--- src/rtl/edge_bbox_tracker.sv ---
// Edge bounding-box tracker. Thresholds the Sobel edge-magnitude stream,
// qualifies edges by horizontal run length, and publishes a per-frame
// bounding box plus a saturating qualified-pixel count.
module edge_bbox_tracker #(
  parameter int RUN_LEN = 3,
  parameter int XW      = 11,
  parameter int YW      = 11,
  parameter int CNT_W   = 20
) (
  input  logic             clk,
  input  logic             reset,
  input  logic [7:0]       edge_mag,
  input  logic             in_valid,
  input  logic             packet_video,
  input  logic             sop,
  input  logic             eop,
  input  logic [XW-1:0]    x,
  input  logic [YW-1:0]    y,
  input  logic [7:0]       threshold,
  output logic [XW-1:0]    bb_x_min,
  output logic [XW-1:0]    bb_x_max,
  output logic [YW-1:0]    bb_y_min,
  output logic [YW-1:0]    bb_y_max,
  output logic             bb_found,
  output logic [CNT_W-1:0] edge_count,
  output logic             bb_valid
);

  typedef enum logic [1:0] {IDLE, ACTIVE, PUBLISH} state_t;

  localparam logic [3:0]    RL    = 4'(RUN_LEN);
  localparam logic [XW-1:0] RL_M1 = XW'(RUN_LEN - 1);

  state_t           state_q, state_d;
  logic [3:0]       run_q, run_d;
  logic [7:0]       thr_q, thr_d;
  logic [XW-1:0]    xmin_q, xmin_d, xmax_q, xmax_d;
  logic [YW-1:0]    ymin_q, ymin_d, ymax_q, ymax_d;
  logic [CNT_W-1:0] cnt_q, cnt_d;

  logic [XW-1:0]    bb_x_min_q, bb_x_min_d, bb_x_max_q, bb_x_max_d;
  logic [YW-1:0]    bb_y_min_q, bb_y_min_d, bb_y_max_q, bb_y_max_d;
  logic             bb_found_q, bb_found_d, bb_valid_q, bb_valid_d;
  logic [CNT_W-1:0] edge_count_q, edge_count_d;

  logic             accept, start, proc, hit, qual, found;
  logic [7:0]       thr_use;
  logic [3:0]       run_nxt;
  logic [XW-1:0]    x_lo;

  // Frame control, pixel processing and publish; the output registers are
  // loaded on the eop edge so bb_valid is high during the PUBLISH cycle.
  always_comb begin
    state_d      = state_q;
    run_d        = run_q;
    thr_d        = thr_q;
    xmin_d       = xmin_q;
    xmax_d       = xmax_q;
    ymin_d       = ymin_q;
    ymax_d       = ymax_q;
    cnt_d        = cnt_q;
    bb_x_min_d   = bb_x_min_q;
    bb_x_max_d   = bb_x_max_q;
    bb_y_min_d   = bb_y_min_q;
    bb_y_max_d   = bb_y_max_q;
    bb_found_d   = bb_found_q;
    edge_count_d = edge_count_q;
    bb_valid_d   = 1'b0;
    hit          = 1'b0;
    qual         = 1'b0;
    found        = 1'b0;
    run_nxt      = '0;
    thr_use      = thr_q;
    x_lo         = x - RL_M1;

    accept = in_valid && packet_video;
    // sop starts a frame in every state (restart when already ACTIVE)
    start  = accept && sop;
    proc   = accept && (sop || (state_q == ACTIVE));

    if (start) begin
      thr_d   = threshold;
      thr_use = threshold;
      run_d   = '0;
      xmin_d  = '1;
      xmax_d  = '0;
      ymin_d  = '1;
      ymax_d  = '0;
      cnt_d   = '0;
    end

    if (proc) begin
      hit = (edge_mag >= thr_use);
      if (!hit)             run_nxt = '0;
      else if (x == '0)     run_nxt = 4'd1;
      else if (run_d >= RL) run_nxt = RL;
      else                  run_nxt = run_d + 4'd1;
      run_d = run_nxt;
      qual  = (run_nxt == RL);
      if (qual) begin
        if (cnt_d != '1) cnt_d = cnt_d + 1'b1;
        if (x > xmax_d)    xmax_d = x;
        if (x_lo < xmin_d) xmin_d = x_lo;
        if (y > ymax_d)    ymax_d = y;
        if (y < ymin_d)    ymin_d = y;
      end
    end

    if (proc && eop) begin
      state_d      = PUBLISH;
      bb_valid_d   = 1'b1;
      found        = (cnt_d != '0);
      bb_found_d   = found;
      edge_count_d = cnt_d;
      bb_x_min_d   = found ? xmin_d : '0;
      bb_x_max_d   = found ? xmax_d : '0;
      bb_y_min_d   = found ? ymin_d : '0;
      bb_y_max_d   = found ? ymax_d : '0;
    end else if (start) begin
      state_d = ACTIVE;
    end else if (state_q == PUBLISH) begin
      state_d = IDLE;
    end
  end

  // State, accumulator and output registers
  always_ff @(posedge clk) begin
    if (reset) begin
      state_q      <= IDLE;
      run_q        <= '0;
      thr_q        <= '0;
      xmin_q       <= '1;
      xmax_q       <= '0;
      ymin_q       <= '1;
      ymax_q       <= '0;
      cnt_q        <= '0;
      bb_x_min_q   <= '0;
      bb_x_max_q   <= '0;
      bb_y_min_q   <= '0;
      bb_y_max_q   <= '0;
      bb_found_q   <= 1'b0;
      edge_count_q <= '0;
      bb_valid_q   <= 1'b0;
    end else begin
      state_q      <= state_d;
      run_q        <= run_d;
      thr_q        <= thr_d;
      xmin_q       <= xmin_d;
      xmax_q       <= xmax_d;
      ymin_q       <= ymin_d;
      ymax_q       <= ymax_d;
      cnt_q        <= cnt_d;
      bb_x_min_q   <= bb_x_min_d;
      bb_x_max_q   <= bb_x_max_d;
      bb_y_min_q   <= bb_y_min_d;
      bb_y_max_q   <= bb_y_max_d;
      bb_found_q   <= bb_found_d;
      edge_count_q <= edge_count_d;
      bb_valid_q   <= bb_valid_d;
    end
  end

  assign bb_x_min   = bb_x_min_q;
  assign bb_x_max   = bb_x_max_q;
  assign bb_y_min   = bb_y_min_q;
  assign bb_y_max   = bb_y_max_q;
  assign bb_found   = bb_found_q;
  assign edge_count = edge_count_q;
  assign bb_valid   = bb_valid_q;

endmodule

--- config.mk ---
export PLATFORM = sky130hd
export DESIGN_NAME = edge_bbox_tracker
export DESIGN_NICKNAME = d
export VERILOG_FILES = /design/src/rtl/edge_bbox_tracker.sv
export SDC_FILE = /design/constraint.sdc
export NUM_CORES = 1
export LEC_CHECK = 0
export BUFFER_PORTS_ARGS = -buffer_cell sky130_fd_sc_hd__buf_2
export CAP_MARGIN = 25
export CORE_MARGIN = 2
export CORE_UTILIZATION = 50
export CTS_BUF_LIST = sky130_fd_sc_hd__clkbuf_8
export CTS_CLUSTER_DIAMETER = 120
export CTS_CLUSTER_SIZE = 20
export DETAILED_ROUTE_END_ITERATION = 12
export PLACE_DENSITY = 0.71
export SYNTH_ARGS = -nofsm -noshare
export SYNTH_HDL_FRONTEND = slang
export SYNTH_SLANG_ARGS = --single-unit
--- constraint.sdc ---
create_clock -name clk -period 6.78 [get_ports clk]
set_clock_uncertainty 0.05 [all_clocks]
set_input_delay 1.017 -clock clk [delete_from_list [all_inputs] [get_ports clk]]
set_output_delay 1.017 -clock clk [all_outputs]
set_load 0.05 [all_outputs]
==> flow_metrics.tcl <==
set metrics [dict create \
    status "completed" \
    synth-seq-cells 144 \
    cpMaxStageDelayCell "and3_2" \
    htreeDepth 4 \
    fin_util 0.579 \
    grt_pass1_wl_um 29600 \
    path_cells "buf_2 -> and3_2 -> buf_4 -> nor2_1 -> ha_1 -> a21boi_0 -> o211ai_1 -> nor3_1 -> mux2i_1 -> nor3b_2 -> o2111ai_2 -> o21ai_2 -> buf_4 -> o21ai_0" \
    hold_buffers 0 \
    ctsResizeCount 0 \
    clk_latency_ns 0.46 \
    grt_setup_unrepaired "no" \
    fin_crit_sh 0.695 \
    viasPerCell 5.60 \
    netlist_top_cells_count "144 x dfxtp_1, 106 x nor2_1, 100 x nand2_1, 53 x ha_1, 50 x o21ai_0" \
    p_total_uw 1740 \
    wl_um 17500 \
    drive_above_1_share 0.205 \
    maxSlewViolCount 0 \
    synth_cell_types 73 \
    r2r-end "bb_y_max[3]$_SDFFE_PP0P_" \
    cp-startpoint "in_valid" \
    r2r-start "cnt_q[0]$_SDFF_PP0_" \
    cts-root-buf "clkbuf_8" \
    synth_area_leaders "dfxtp_1 40%, ha_1 9.1%, nor2_1 5.5%, nand2_1 5.2%, o21ai_0 3.4%" \
    syn-cell-area_sq_um 7260 \
    postCtsSetupBuffers 0 \
    wl_per_cell_um 15.6 \
    portBuffers 109 \
    wl_met2_um 7770 \
    first_pass_iters 5 \
    start_kind "input port" \
    p_comb_frac 0.078 \
    clk_path_buf_depth 2 \
    crit_required_ns 7.06 \
    start_util 0.506 \
    path_class "input port to flip-flop" \
    r2r_slack_ns 3.39 \
    max_stage_delay_ns 0.64 \
    hold_path.class "flip-flop to flip-flop" \
    finalHoldViolations 0 \
    tightest_slew_ns 0.856 \
    p_int_uw 1320 \
    fp.dieH_um 125 \
    antenna_found_initial 0 \
    wl_met1_um 8390 \
    num_vias 6295 \
    rows 44 \
    syn_area_per_cell_sq_um 8.68 \
    drt-initial-drc-count 513 \
    crit_arrival_ns 4.99 \
    cts_tree "yes" \
    cts_buffers 17 \
    wl_met3_um 846 \
    cpMostUsedCell "buf_4" \
    io_pins 110 \
    p_seq_frac 0.491 \
    die_w_um 125 \
    route.detailed.drc 0 \
    clock_sinks 144 \
    timing.fmax_mhz 212 \
    area_delta_synth_final_pct 14.5 \
    switching_share 0.238 \
    clkPwrFrac 0.431 \
    finalSetupViolCount 0 \
    grt_max_degree 60 \
    powerDensity_nw_per_um2 209 \
    setup_ws_ns 2.07 \
    cp_max_fo 35 \
    ant_nets 0 \
    crit_end "bb_y_max[3]$_SDFFE_PP0P_" \
    ir_drop_mv 0.140 \
    dieArea_sq_um 15500 \
    globalRouteOverflowTotal 0 \
    fin_area_sq_um 8320 \
    relSlewSlack 0.427 \
    grtUsageTotal 0.232 \
    finalSetupTns_ns 0 \
    ys_seq_area_frac 0.397 \
    clkTransAtPathRegs_ns 0.07 \
    syn_nets 934 \
    ys.flop_type "dfxtp_1" \
    async_reset_ff_frac 0 \
    synth_top_area_frac 0.397 \
    routabilityCongestion 0.947 \
    p_switching_uw 414 \
    syn-instance-count 837 \
    period_minus_slack_ns 4.71 \
    synth_edf_count 0 \
    cap_violations 0 \
    place_ws_ns 1.62 \
    ys_warn_count 0 \
    synth_top_cell_by_area "dfxtp_1" \
    grt_pass1_vias 6037 \
    dpl_cell_area_sq_um 7870 \
    final_nets 1025 \
    power.leakage_uw 0.00344 \
    fp.coreArea_sq_um 14400 \
    ff2ff_path_depth 13 \
    dp_hpwl_um 12500 \
    diodes 0 \
    yosysMostFrequentCell "dfxtp_1" \
    endpoint_kind "flip-flop" \
    maxUsedRoutingLayer "met4" \
]
## worst min path at each step
stage / start / to / slack (ns) / cells after the start
after global placement: bb_x_max[7]$_SDFFE_PP0P_ / bb_x_max[7]$_SDFFE_PP0P_ / 0.38 / 2
after floorplan: state_q[1]$_SDFFE_PP0P_ / state_q[1]$_SDFFE_PP0P_ / 0.39 / 2
final: bb_x_max[7]$_SDFFE_PP0P_ / bb_x_max[7]$_SDFFE_PP0P_ / 0.40 / 2
after global routing: bb_x_min[10]$_SDFFE_PP0P_ / bb_x_min[10]$_SDFFE_PP0P_ / 0.43 / 1
after CTS: bb_x_max[1]$_SDFFE_PP0P_ / bb_x_max[1]$_SDFFE_PP0P_ / 0.41 / 2
after detailed placement: bb_x_max[1]$_SDFFE_PP0P_ / bb_x_max[1]$_SDFFE_PP0P_ / 0.39 / 2
## layout make-up
class	instances	area, sq um
Clock inverter	12	165
Fill cell	1323	6050
Inverter	25	93.8
Tap cell	184	230
Timing Repair Buffer	118	626
Sequential cell	144	2880
Clock buffer	20	275
Multi-Input combinational cell	622	4040
## worst max-delay path: cells and delay by family
kind	cells	cell delay [ns]
and+or+nand+nor	4	1.50
AOI/OAI and AO/OA	5	1.01
buffers and inverters	3	0.93
adders and majority gates	1	0.31
muxes	1	0.18
## flip-flops by register name, summed over array words and instances, names as in the netlist
signal and count:
xmax_q 11, bb_y_min 11, xmin_q 11, edge_count 20, bb_found 1, bb_y_max 11, thr_q 8, cnt_q 20
run_q 4, ymin_q 11, bb_x_max 11, ymax_q 11, bb_valid 1, state_q 2, bb_x_min 11
## per-layer routing
layer,track usage,vias to the layer above
met3,0.0563,40
met4,0.0892,0
li1,-,3146
met1,0.307,2943
met5,0,-
met2,0.368,166
## power by group through the flow
stage / Sequential (uW) / Clock [uW] / Combinational [uW]
6_report: 853 / 748 / 136
5_1_grt: 854 / 797 / 152
4_1_cts: 853 / 762 / 136
3_5_place_dp: 873 / 0 / 135
3_3_place_gp: 873 / 0 / 133
2_1_floorplan: 882 / 0 / 80.6
## layout by cell type, fill, tap and decap left out, drive strengths merged, types with 9 or more instances in the layout
cell type,synthesis,layout
dfxtp,144,144
buf,10,117
nor2,107,107
nand2,100,100
ha,53,53
o21ai,52,52
nor3,30,30
a21oi,30,30
inv,25,27
xnor2,22,22
clkbuf,36,20
nand2b,19,19
mux2i,17,17
nand4,17,17
or2,13,13
a32oi,12,12
a32o,12,12
a211oi,11,11
nand3,11,11
mux2,10,10
xor2,9,9
## logic make-up (layout without fill, tap and decap cells)
group,Yosys count,count (layout),synth area share
DFF,144,144,0.397
buffers and inverters,71,175,0.0479
adders and majority gates,53,53,0.0913
AOI/OAI and AO/OA,178,178,0.169
and+or+nand+nor,333,333,0.219
xor gates and xnor gates,31,31,0.0374
muxes,27,27,0.0389
## per-stage QoR
stage | hold slack, ns | std cells
after global placement | 0.380 | 1090
after floorplan | 0.393 | 837
after detailed placement | 0.387 | 1092
after global routing | 0.427 | 1125
final | 0.401 | 1125
after CTS | 0.405 | 1124
(Power assumes the default switching activity.)
